$ cat config.mk
export PLATFORM = sky130hd
export DESIGN_NAME = ace_ccu_snoop_issue_flat
export DESIGN_NICKNAME = d
export VERILOG_FILES = /design/src/rtl/ace_ccu_snoop_issue_pkg.sv /design/src/rtl/ace_ccu_snoop_issue_if.sv /design/src/rtl/ace_ccu_sync_fifo.sv /design/src/rtl/ace_ccu_snoop_issue.sv /design/src/flat_wrapper.sv
export SDC_FILE = /design/constraint.sdc
export NUM_CORES = 1
export LEC_CHECK = 0
export CAP_MARGIN = 5
export CORE_UTILIZATION = 47
export DETAILED_ROUTE_END_ITERATION = 6
export GPL_TIMING_DRIVEN = 0
export PLACE_DENSITY_LB_ADDON = 0.08
export REMOVE_ABC_BUFFERS = 1
export SETUP_SLACK_MARGIN = 0.05
export SYNTH_ARGS = -nofsm -noshare
export SYNTH_HDL_FRONTEND = slang
export SYNTH_SLANG_ARGS = --single-unit
$ cat constraint.sdc
create_clock -name clk_i -period 4.55 [get_ports clk_i]
set_input_delay 0.455 -clock clk_i [delete_from_list [all_inputs] [get_ports clk_i]]
set_output_delay 0.455 -clock clk_i [all_outputs]
set_load 0.05 [all_outputs]
$ cat src/rtl/ace_ccu_snoop_issue_pkg.sv
// Shared types for the CCU snoop issue stage: request record, ACSNOOP codes, FSM states.
package ace_ccu_pkg;

  // Widest request address carried through the input buffer.
  localparam int unsigned AceAddrWidth = 64;

  typedef logic [3:0] acsnoop_t;

  localparam acsnoop_t ReadShared   = 4'b0001;
  localparam acsnoop_t ReadUnique   = 4'b0111;
  localparam acsnoop_t CleanInvalid = 4'b1001;
  localparam acsnoop_t MakeInvalid  = 4'b1101;

  typedef struct packed {
    logic [AceAddrWidth-1:0] addr;
    acsnoop_t                snoop;
  } snoop_req_t;

  typedef enum logic [1:0] {
    IDLE,
    CHECK,
    ISSUE
  } issue_state_e;

endpackage

$ cat src/rtl/ace_ccu_snoop_issue_if.sv
// Bundle of request, conflict-manager, AC and completion signals of the snoop issue stage.
interface ace_ccu_snoop_issue_if #(
  parameter int unsigned AxiAddrWidth  = 64,
  parameter int unsigned CmAddrWidth   = 58,
  parameter int unsigned MaxSnoopTrans = 4
);
  localparam int unsigned CntW = $clog2(MaxSnoopTrans + 1);

  logic                    req_valid_i;
  logic                    req_ready_o;
  logic [AxiAddrWidth-1:0] req_addr_i;
  logic [3:0]              req_snoop_i;
  logic                    cm_snoop_valid_o;
  logic                    cm_snoop_ready_o;
  logic [CmAddrWidth-1:0]  cm_snoop_addr_o;
  logic                    cm_snoop_stall_i;
  logic                    ac_valid_o;
  logic                    ac_ready_i;
  logic [AxiAddrWidth-1:0] ac_addr_o;
  logic [3:0]              ac_snoop_o;
  logic                    cr_done_i;
  logic [CntW-1:0]         outstanding_o;
  logic                    err_o;

  // Issue-stage side.
  modport slave (
    input  req_valid_i, req_addr_i, req_snoop_i, cm_snoop_stall_i, ac_ready_i, cr_done_i,
    output req_ready_o, cm_snoop_valid_o, cm_snoop_ready_o, cm_snoop_addr_o,
           ac_valid_o, ac_addr_o, ac_snoop_o, outstanding_o, err_o
  );

  // Environment side: request source, conflict manager, AC sink, completion source.
  modport master (
    output req_valid_i, req_addr_i, req_snoop_i, cm_snoop_stall_i, ac_ready_i, cr_done_i,
    input  req_ready_o, cm_snoop_valid_o, cm_snoop_ready_o, cm_snoop_addr_o,
           ac_valid_o, ac_addr_o, ac_snoop_o, outstanding_o, err_o
  );
endinterface

$ cat src/rtl/ace_ccu_sync_fifo.sv
// Registered FIFO (no fall-through), synchronous active-high reset.
// Push at full is accepted only together with a pop; pop at empty is ignored.
module ace_ccu_sync_fifo #(
  parameter int unsigned DEPTH = 2,
  parameter type         T     = logic
) (
  input  logic clk_i,
  input  logic rst_i,
  input  logic push_i,
  input  T     data_i,
  input  logic pop_i,
  output T     data_o,
  output logic full_o,
  output logic empty_o
);
  localparam int unsigned PtrW = (DEPTH > 1) ? $clog2(DEPTH) : 1;
  localparam int unsigned CntW = $clog2(DEPTH + 1);

  T                mem [DEPTH];
  logic [PtrW-1:0] wptr_q, rptr_q;
  logic [CntW-1:0] cnt_q;
  logic            do_push, do_pop;

  function automatic logic [PtrW-1:0] ptr_inc(input logic [PtrW-1:0] p);
    return (p == PtrW'(DEPTH - 1)) ? '0 : p + PtrW'(1);
  endfunction

  assign full_o  = (cnt_q == CntW'(DEPTH));
  assign empty_o = (cnt_q == '0);
  assign do_pop  = pop_i && !empty_o;
  assign do_push = push_i && (!full_o || do_pop);
  assign data_o  = mem[rptr_q];

  // Pointer and occupancy bookkeeping.
  always_ff @(posedge clk_i) begin
    if (rst_i) begin
      wptr_q <= '0;
      rptr_q <= '0;
      cnt_q  <= '0;
    end else begin
      if (do_push) wptr_q <= ptr_inc(wptr_q);
      if (do_pop)  rptr_q <= ptr_inc(rptr_q);
      cnt_q <= cnt_q + CntW'(do_push) - CntW'(do_pop);
    end
  end

  // Storage; contents are don't-care while empty, so no reset.
  always_ff @(posedge clk_i) begin
    if (do_push) mem[wptr_q] <= data_i;
  end
endmodule

$ cat src/rtl/ace_ccu_snoop_issue.sv
// Snoop issue stage: buffers snoop requests, looks each line up in the conflict
// manager, reserves on a clear lookup and drives the AC channel. In-flight snoops
// are bounded by a completion-credit counter.
module ace_ccu_snoop_issue
  import ace_ccu_pkg::*;
#(
  parameter int unsigned AxiAddrWidth  = 64,
  parameter int unsigned LineOffset    = 6,
  parameter int unsigned CmAddrWidth   = 58,
  parameter int unsigned MaxSnoopTrans = 4,
  parameter int unsigned FifoDepth     = 2
) (
  input logic                  clk_i,
  input logic                  rst_i,
  ace_ccu_snoop_issue_if.slave bus
);
  localparam int unsigned          CntW     = $clog2(MaxSnoopTrans + 1);
  localparam logic [CntW-1:0]      MaxCnt   = CntW'(MaxSnoopTrans);
  localparam logic [AxiAddrWidth-1:0] LineMask =
    ~((AxiAddrWidth'(1) << LineOffset) - AxiAddrWidth'(1));

  issue_state_e            state_q, state_d;
  snoop_req_t              push_req, head_req;
  logic                    fifo_full, fifo_empty, push, reserve, cm_valid, credit;
  logic [AxiAddrWidth-1:0] head_addr;
  logic [AxiAddrWidth-1:0] ac_addr_q;
  acsnoop_t                ac_snoop_q;
  logic [CntW-1:0]         cnt_q;
  logic                    err_q;

  assign push_req.addr  = AceAddrWidth'(bus.req_addr_i);
  assign push_req.snoop = bus.req_snoop_i;
  assign head_addr      = AxiAddrWidth'(head_req.addr);

  // Nothing is accepted while reset is asserted.
  assign bus.req_ready_o = !fifo_full && !rst_i;
  assign push            = bus.req_valid_i && bus.req_ready_o;
  assign credit          = (cnt_q < MaxCnt);

  ace_ccu_sync_fifo #(
    .DEPTH (FifoDepth),
    .T     (snoop_req_t)
  ) u_fifo (
    .clk_i   (clk_i),
    .rst_i   (rst_i),
    .push_i  (push),
    .data_i  (push_req),
    .pop_i   (reserve),
    .data_o  (head_req),
    .full_o  (fifo_full),
    .empty_o (fifo_empty)
  );

  // State register.
  always_ff @(posedge clk_i) begin
    if (rst_i) state_q <= IDLE;
    else       state_q <= state_d;
  end

  // Next state and lookup outputs. Reserve depends only on stall and credit,
  // never on ac_ready_i, so AC backpressure has no comb path to the CM.
  always_comb begin
    state_d  = state_q;
    cm_valid = 1'b0;
    reserve  = 1'b0;
    unique case (state_q)
      IDLE:  if (!fifo_empty || push) state_d = CHECK;
      CHECK: begin
        cm_valid = 1'b1;
        if (!bus.cm_snoop_stall_i && credit) begin
          reserve = 1'b1;
          state_d = ISSUE;
        end
      end
      ISSUE: if (bus.ac_ready_i) state_d = (!fifo_empty || push) ? CHECK : IDLE;
      default: state_d = IDLE;
    endcase
  end

  assign bus.cm_snoop_valid_o = cm_valid;
  assign bus.cm_snoop_ready_o = reserve;
  assign bus.cm_snoop_addr_o  = cm_valid ? CmAddrWidth'(head_addr >> LineOffset) : '0;

  // AC payload captured at reservation, held stable through ISSUE.
  always_ff @(posedge clk_i) begin
    if (rst_i) begin
      ac_addr_q  <= '0;
      ac_snoop_q <= '0;
    end else if (reserve) begin
      ac_addr_q  <= head_addr & LineMask;
      ac_snoop_q <= head_req.snoop;
    end
  end

  assign bus.ac_valid_o = (state_q == ISSUE);
  assign bus.ac_addr_o  = ac_addr_q;
  assign bus.ac_snoop_o = ac_snoop_q;

  // Completion credits; a completion with nothing outstanding flags a sticky error.
  // Overflow is impossible because reserve requires free credit.
  always_ff @(posedge clk_i) begin
    if (rst_i) begin
      cnt_q <= '0;
      err_q <= 1'b0;
    end else begin
      unique case ({reserve, bus.cr_done_i})
        2'b10:   cnt_q <= cnt_q + CntW'(1);
        2'b01: begin
          if (cnt_q != '0) cnt_q <= cnt_q - CntW'(1);
          else             err_q <= 1'b1;
        end
        default: ;
      endcase
    end
  end

  assign bus.outstanding_o = cnt_q;
  assign bus.err_o         = err_q;
endmodule
$ cat src/flat_wrapper.sv
// flat-port wrapper written by rule: the top's interface ports become plain ports
module ace_ccu_snoop_issue_flat import ace_ccu_pkg::*;
#(
  parameter int unsigned AxiAddrWidth  = 64,
  parameter int unsigned LineOffset    = 6,
  parameter int unsigned CmAddrWidth   = 58,
  parameter int unsigned MaxSnoopTrans = 4,
  parameter int unsigned FifoDepth     = 2
)
  (clk_i, rst_i, bus_req_valid_i, bus_req_addr_i, bus_req_snoop_i, bus_cm_snoop_stall_i, bus_ac_ready_i, bus_cr_done_i, bus_req_ready_o, bus_cm_snoop_valid_o, bus_cm_snoop_ready_o, bus_cm_snoop_addr_o, bus_ac_valid_o, bus_ac_addr_o, bus_ac_snoop_o, bus_outstanding_o, bus_err_o);
  ace_ccu_snoop_issue_if #(.AxiAddrWidth(AxiAddrWidth), .CmAddrWidth(CmAddrWidth), .MaxSnoopTrans(MaxSnoopTrans)) bus_i ();
  input logic clk_i;
  input logic rst_i;
  input wire logic [$bits(bus_i.req_valid_i)-1:0] bus_req_valid_i;
  input wire logic [$bits(bus_i.req_addr_i)-1:0] bus_req_addr_i;
  input wire logic [$bits(bus_i.req_snoop_i)-1:0] bus_req_snoop_i;
  input wire logic [$bits(bus_i.cm_snoop_stall_i)-1:0] bus_cm_snoop_stall_i;
  input wire logic [$bits(bus_i.ac_ready_i)-1:0] bus_ac_ready_i;
  input wire logic [$bits(bus_i.cr_done_i)-1:0] bus_cr_done_i;
  output wire logic [$bits(bus_i.req_ready_o)-1:0] bus_req_ready_o;
  output wire logic [$bits(bus_i.cm_snoop_valid_o)-1:0] bus_cm_snoop_valid_o;
  output wire logic [$bits(bus_i.cm_snoop_ready_o)-1:0] bus_cm_snoop_ready_o;
  output wire logic [$bits(bus_i.cm_snoop_addr_o)-1:0] bus_cm_snoop_addr_o;
  output wire logic [$bits(bus_i.ac_valid_o)-1:0] bus_ac_valid_o;
  output wire logic [$bits(bus_i.ac_addr_o)-1:0] bus_ac_addr_o;
  output wire logic [$bits(bus_i.ac_snoop_o)-1:0] bus_ac_snoop_o;
  output wire logic [$bits(bus_i.outstanding_o)-1:0] bus_outstanding_o;
  output wire logic [$bits(bus_i.err_o)-1:0] bus_err_o;
  assign bus_i.req_valid_i = bus_req_valid_i;
  assign bus_i.req_addr_i = bus_req_addr_i;
  assign bus_i.req_snoop_i = bus_req_snoop_i;
  assign bus_i.cm_snoop_stall_i = bus_cm_snoop_stall_i;
  assign bus_i.ac_ready_i = bus_ac_ready_i;
  assign bus_i.cr_done_i = bus_cr_done_i;
  assign bus_req_ready_o = bus_i.req_ready_o;
  assign bus_cm_snoop_valid_o = bus_i.cm_snoop_valid_o;
  assign bus_cm_snoop_ready_o = bus_i.cm_snoop_ready_o;
  assign bus_cm_snoop_addr_o = bus_i.cm_snoop_addr_o;
  assign bus_ac_valid_o = bus_i.ac_valid_o;
  assign bus_ac_addr_o = bus_i.ac_addr_o;
  assign bus_ac_snoop_o = bus_i.ac_snoop_o;
  assign bus_outstanding_o = bus_i.outstanding_o;
  assign bus_err_o = bus_i.err_o;
  ace_ccu_snoop_issue #(.AxiAddrWidth(AxiAddrWidth), .LineOffset(LineOffset), .CmAddrWidth(CmAddrWidth), .MaxSnoopTrans(MaxSnoopTrans), .FifoDepth(FifoDepth)) u_core (.clk_i(clk_i), .rst_i(rst_i), .bus(bus_i));
endmodule
==> metrics.md <==
| Metric | Value |
|---|---|
| Outcome | complete, no violations |
| CTS Sinks | 197 |
| Placed insts | 891 |
| Area contributors post-synth | edfxtp_1, dfxtp_1, mux2i_1 |
| Post-synthesis mux area share | 8.53% |
| Share of the synthesized area in the top cell type | 51.2% |
| Routed WL per cell | 16.4 microns |
| Crit path launch type | input pin |
| DRT Pass-1 Iters | 5 |
| Worst Path Class, Setup | input pin to output pin |
| Tightest Pin Transition | 0.933 ns |
| Footprint of the multi-input gates | between 1500 and 2000 sq um |
| Slew Limit Fails | 0 |
| Main combinational cell family by area after synthesis | multiplexers |
| H-tree levels | 4 |
| Total CTS buffers | 17 |
| Vias in the first global route | 4660 |
| Crit share post-route | 79.7% |
| Share of cells above drive strength 1 | 5.85% |
| Initial antenna violation count | 1 |
| Total power | 4.64 mW |
| Adder-Cell Fraction of Synth Area | 0.619% |
| Slew HR | 37.8% |
| Routed met2 length | 7.60 mm |
| Mean Syn Cell Area | 13.4 sq um |
| CTS tree | built |
| CORE AREA | between 15000 and 20000 sq um |
| Routed vias/inst | 5.14 |
| DIE WIDTH | around 130 microns |
| Root Driver | clkbuf_16 |
| 1st-iter DRT viols | around 250 |
| RSZ-0062 raised after global routing | no |
| DP Area | 9400 sq um |
| Crit path DAT | 3.17 ns |
| Final Worst Setup Slack | 0.926 ns |
| Setup TNS | 0 ns |
| Final min period | roughly 3.6 ns |
| Clock slew at reported path FFs | 0.07 ns |
| Required @ worst endpoint | roughly 4.1 ns |
| Final setup fails | 0 |
| Vias post-DR | about 4.7k |
| Routed wire length | 15.2 mm |
| Mapped cell area | 7270 sq um |
| Routed Antenna Nets | 0 |
| Design area | 10000 sq um |
| Clock latency reported for the late side of the worst-skew pair | 0.42 ns |
| Half-perimeter wire length after placement | 9.62 mm |
| Synth cell count leaders | nor2_1, edfxtp_1, dfxtp_1 |
| Register area | just over 5000 sq um |
| Die ar. | 16000 sq um |
| Number of synthesized flops with an enable pin | 124 |
| Layout area overhead | 37.8% |
| Post-CTS Hold Fix Bufs | 0 |
| Hold_ws | ~0.50 ns |
| XOR/XNOR share of the synthesized area | 0.241% |
| CTS max path bufs | 2 |
| Synth area leader | edfxtp_1 |
| Antenna cells | 0 |
| CP endpoint kind | output pin |
| Pwr dens | around 460 nW/um^2 |
| Filler cells | 1132 |
| Post-cts resize count | 0 |
| DRC viols | 0 |
| Syn Inst Count | 541 |
| Post-layout util | 66.2% |
| M1 wire length | 6.48 mm |
| Synth unique cells | 35 |
| Site Rows | 45 |
| Max-Cap Viols | 0 |
| Worst Hold Class | flop to flop |
| Die Span Y | ~130 microns |
| Peak VDD IR | 0.000254 V |
| Lkg Pwr | 3.26 nW |
| Largest net degree at the start of global routing | 78 |
| Met3 wire len | 915 microns |
| F_max | approximately 0.28 GHz |
| Sequential cell area fraction in the yosys report | a little under three quarters |
| Simple-Gate Fraction of Synth Area | 8.39% |
| Synth async-reset ratio | 0% |
| Count leader, synth | nor2_1 |
| Yosys reg bits | 197 |
| GRT Residual Overflow | 0 |
| Highest routed layer | met5 |
| GRT Overall Usage | 19.2% |
| Hold Vio Cnt, Final | 0 |
| Worst-path maximum fanout | 77 |
| Compound-Gate Fraction of Synth Area | under 10% |
| Post-CTS Setup Bufs | 0 |
| IO buf count | 195 |
| Synth Flop Type | edfxtp_1 |
| First-pass GRT wire length | 23.6 mm |
| Gpl congestion | between 0.7 and 0.8 |
| Fin cells | 923 |
| Worst-case clock skew | 0.0114 ns |
| Dpl ws | 0.943 ns |
| # nets final | 799 |
| Ports | between 200 and 250 |
| Starting Density | a little under 50% |
| Synth warn | 0 |
==> cells by family after synthesis <==
kind of cell	count (synthesis)
DFF	197
and+or+nand+nor	149
AOI/OAI and AO/OA	76
muxes	62
buffers and inverters	51
adders and majority gates	3
xor gates and xnor gates	2
other	1
==> where the power goes <==
part           internal (mW)  switching (mW)  total (mW)
clock network          0.933           0.632        1.57
logic                  0.341           0.667        1.01
registers               2.01          0.0545        2.07
total                   3.29            1.35        4.64
==> final timing paths <==
kind | startpoint | end | slack, ns | depth (start not counted)
worst max-delay path | bus_cm_snoop_stall_i | bus_cm_snoop_ready_o | 0.93 | 5
worst min-delay path | u_core.bus.ac_addr_o[14] | u_core.bus.ac_addr_o[14] | 0.50 | 2
worst max register to register | u_core.bus.outstanding_o[2] | u_core.bus.ac_addr_o[50] | 2.22 | 5
worst min register to register | u_core.bus.ac_addr_o[14] | u_core.bus.ac_addr_o[14] | 0.50 | 2
==> per-layer routing <==
layer / up-vias / global-route usage (%)
li1: 2318 / -
met1: 2274 / 23.0
met2: 135 / 33.0
met3: 16 / 6.12
met4: 2 / 6.02
met5: - / 0
==> worst max-delay path, stage by stage <==
cell	delay [ns]
clkdlybuf4s50_1	0.43
or4b_4	0.60
inv_4	0.42
buf_16	0.32
clkdlybuf4s50_1	0.87
==> registers in the layout (all words and copies together) (netlist names), named ones only <==
signal                    flops
u_core.u_fifo.mem           124
u_core.bus.ac_addr_o         58
u_core.bus.ac_snoop_o         4
u_core.bus.outstanding_o      3
u_core.state_q                2
u_core.u_fifo.cnt_q           2
u_core.bus.err_o              1
u_core.u_fifo.rptr_q          1
u_core.u_fifo.wptr_q          1
==> area by class of cell <==
cell class                 instances  area share [%]
timing repair buffer             200            20.6
inverter                           8           0.349
multi-input combinational        298            18.7
sequential                       197            51.8
clock buffer                      19            4.42
tap                              188            2.35
clock inverter                    13            1.78
==> layout by cell type (no fill, tap or decap), types with 2 or more instances in the layout <==
cell,count
nor2_1,126
clkdlybuf4s50_1,194
buf_12,3
edfxtp_1,124
or3_1,4
clkinv_2,3
a21oi_1,5
inv_1,6
buf_16,2
a31oi_1,2
mux2i_1,62
o21ai_0,3
clkbuf_16,17
clkinvlp_4,3
nand2_1,4
dfxtp_1,72
bufinv_16,4
conb_1,6
nor2b_1,3
ha_1,2
inv_4,2
nor3_1,2
a211oi_1,62
No activity file was read; power rests on OpenSTA's default activity.
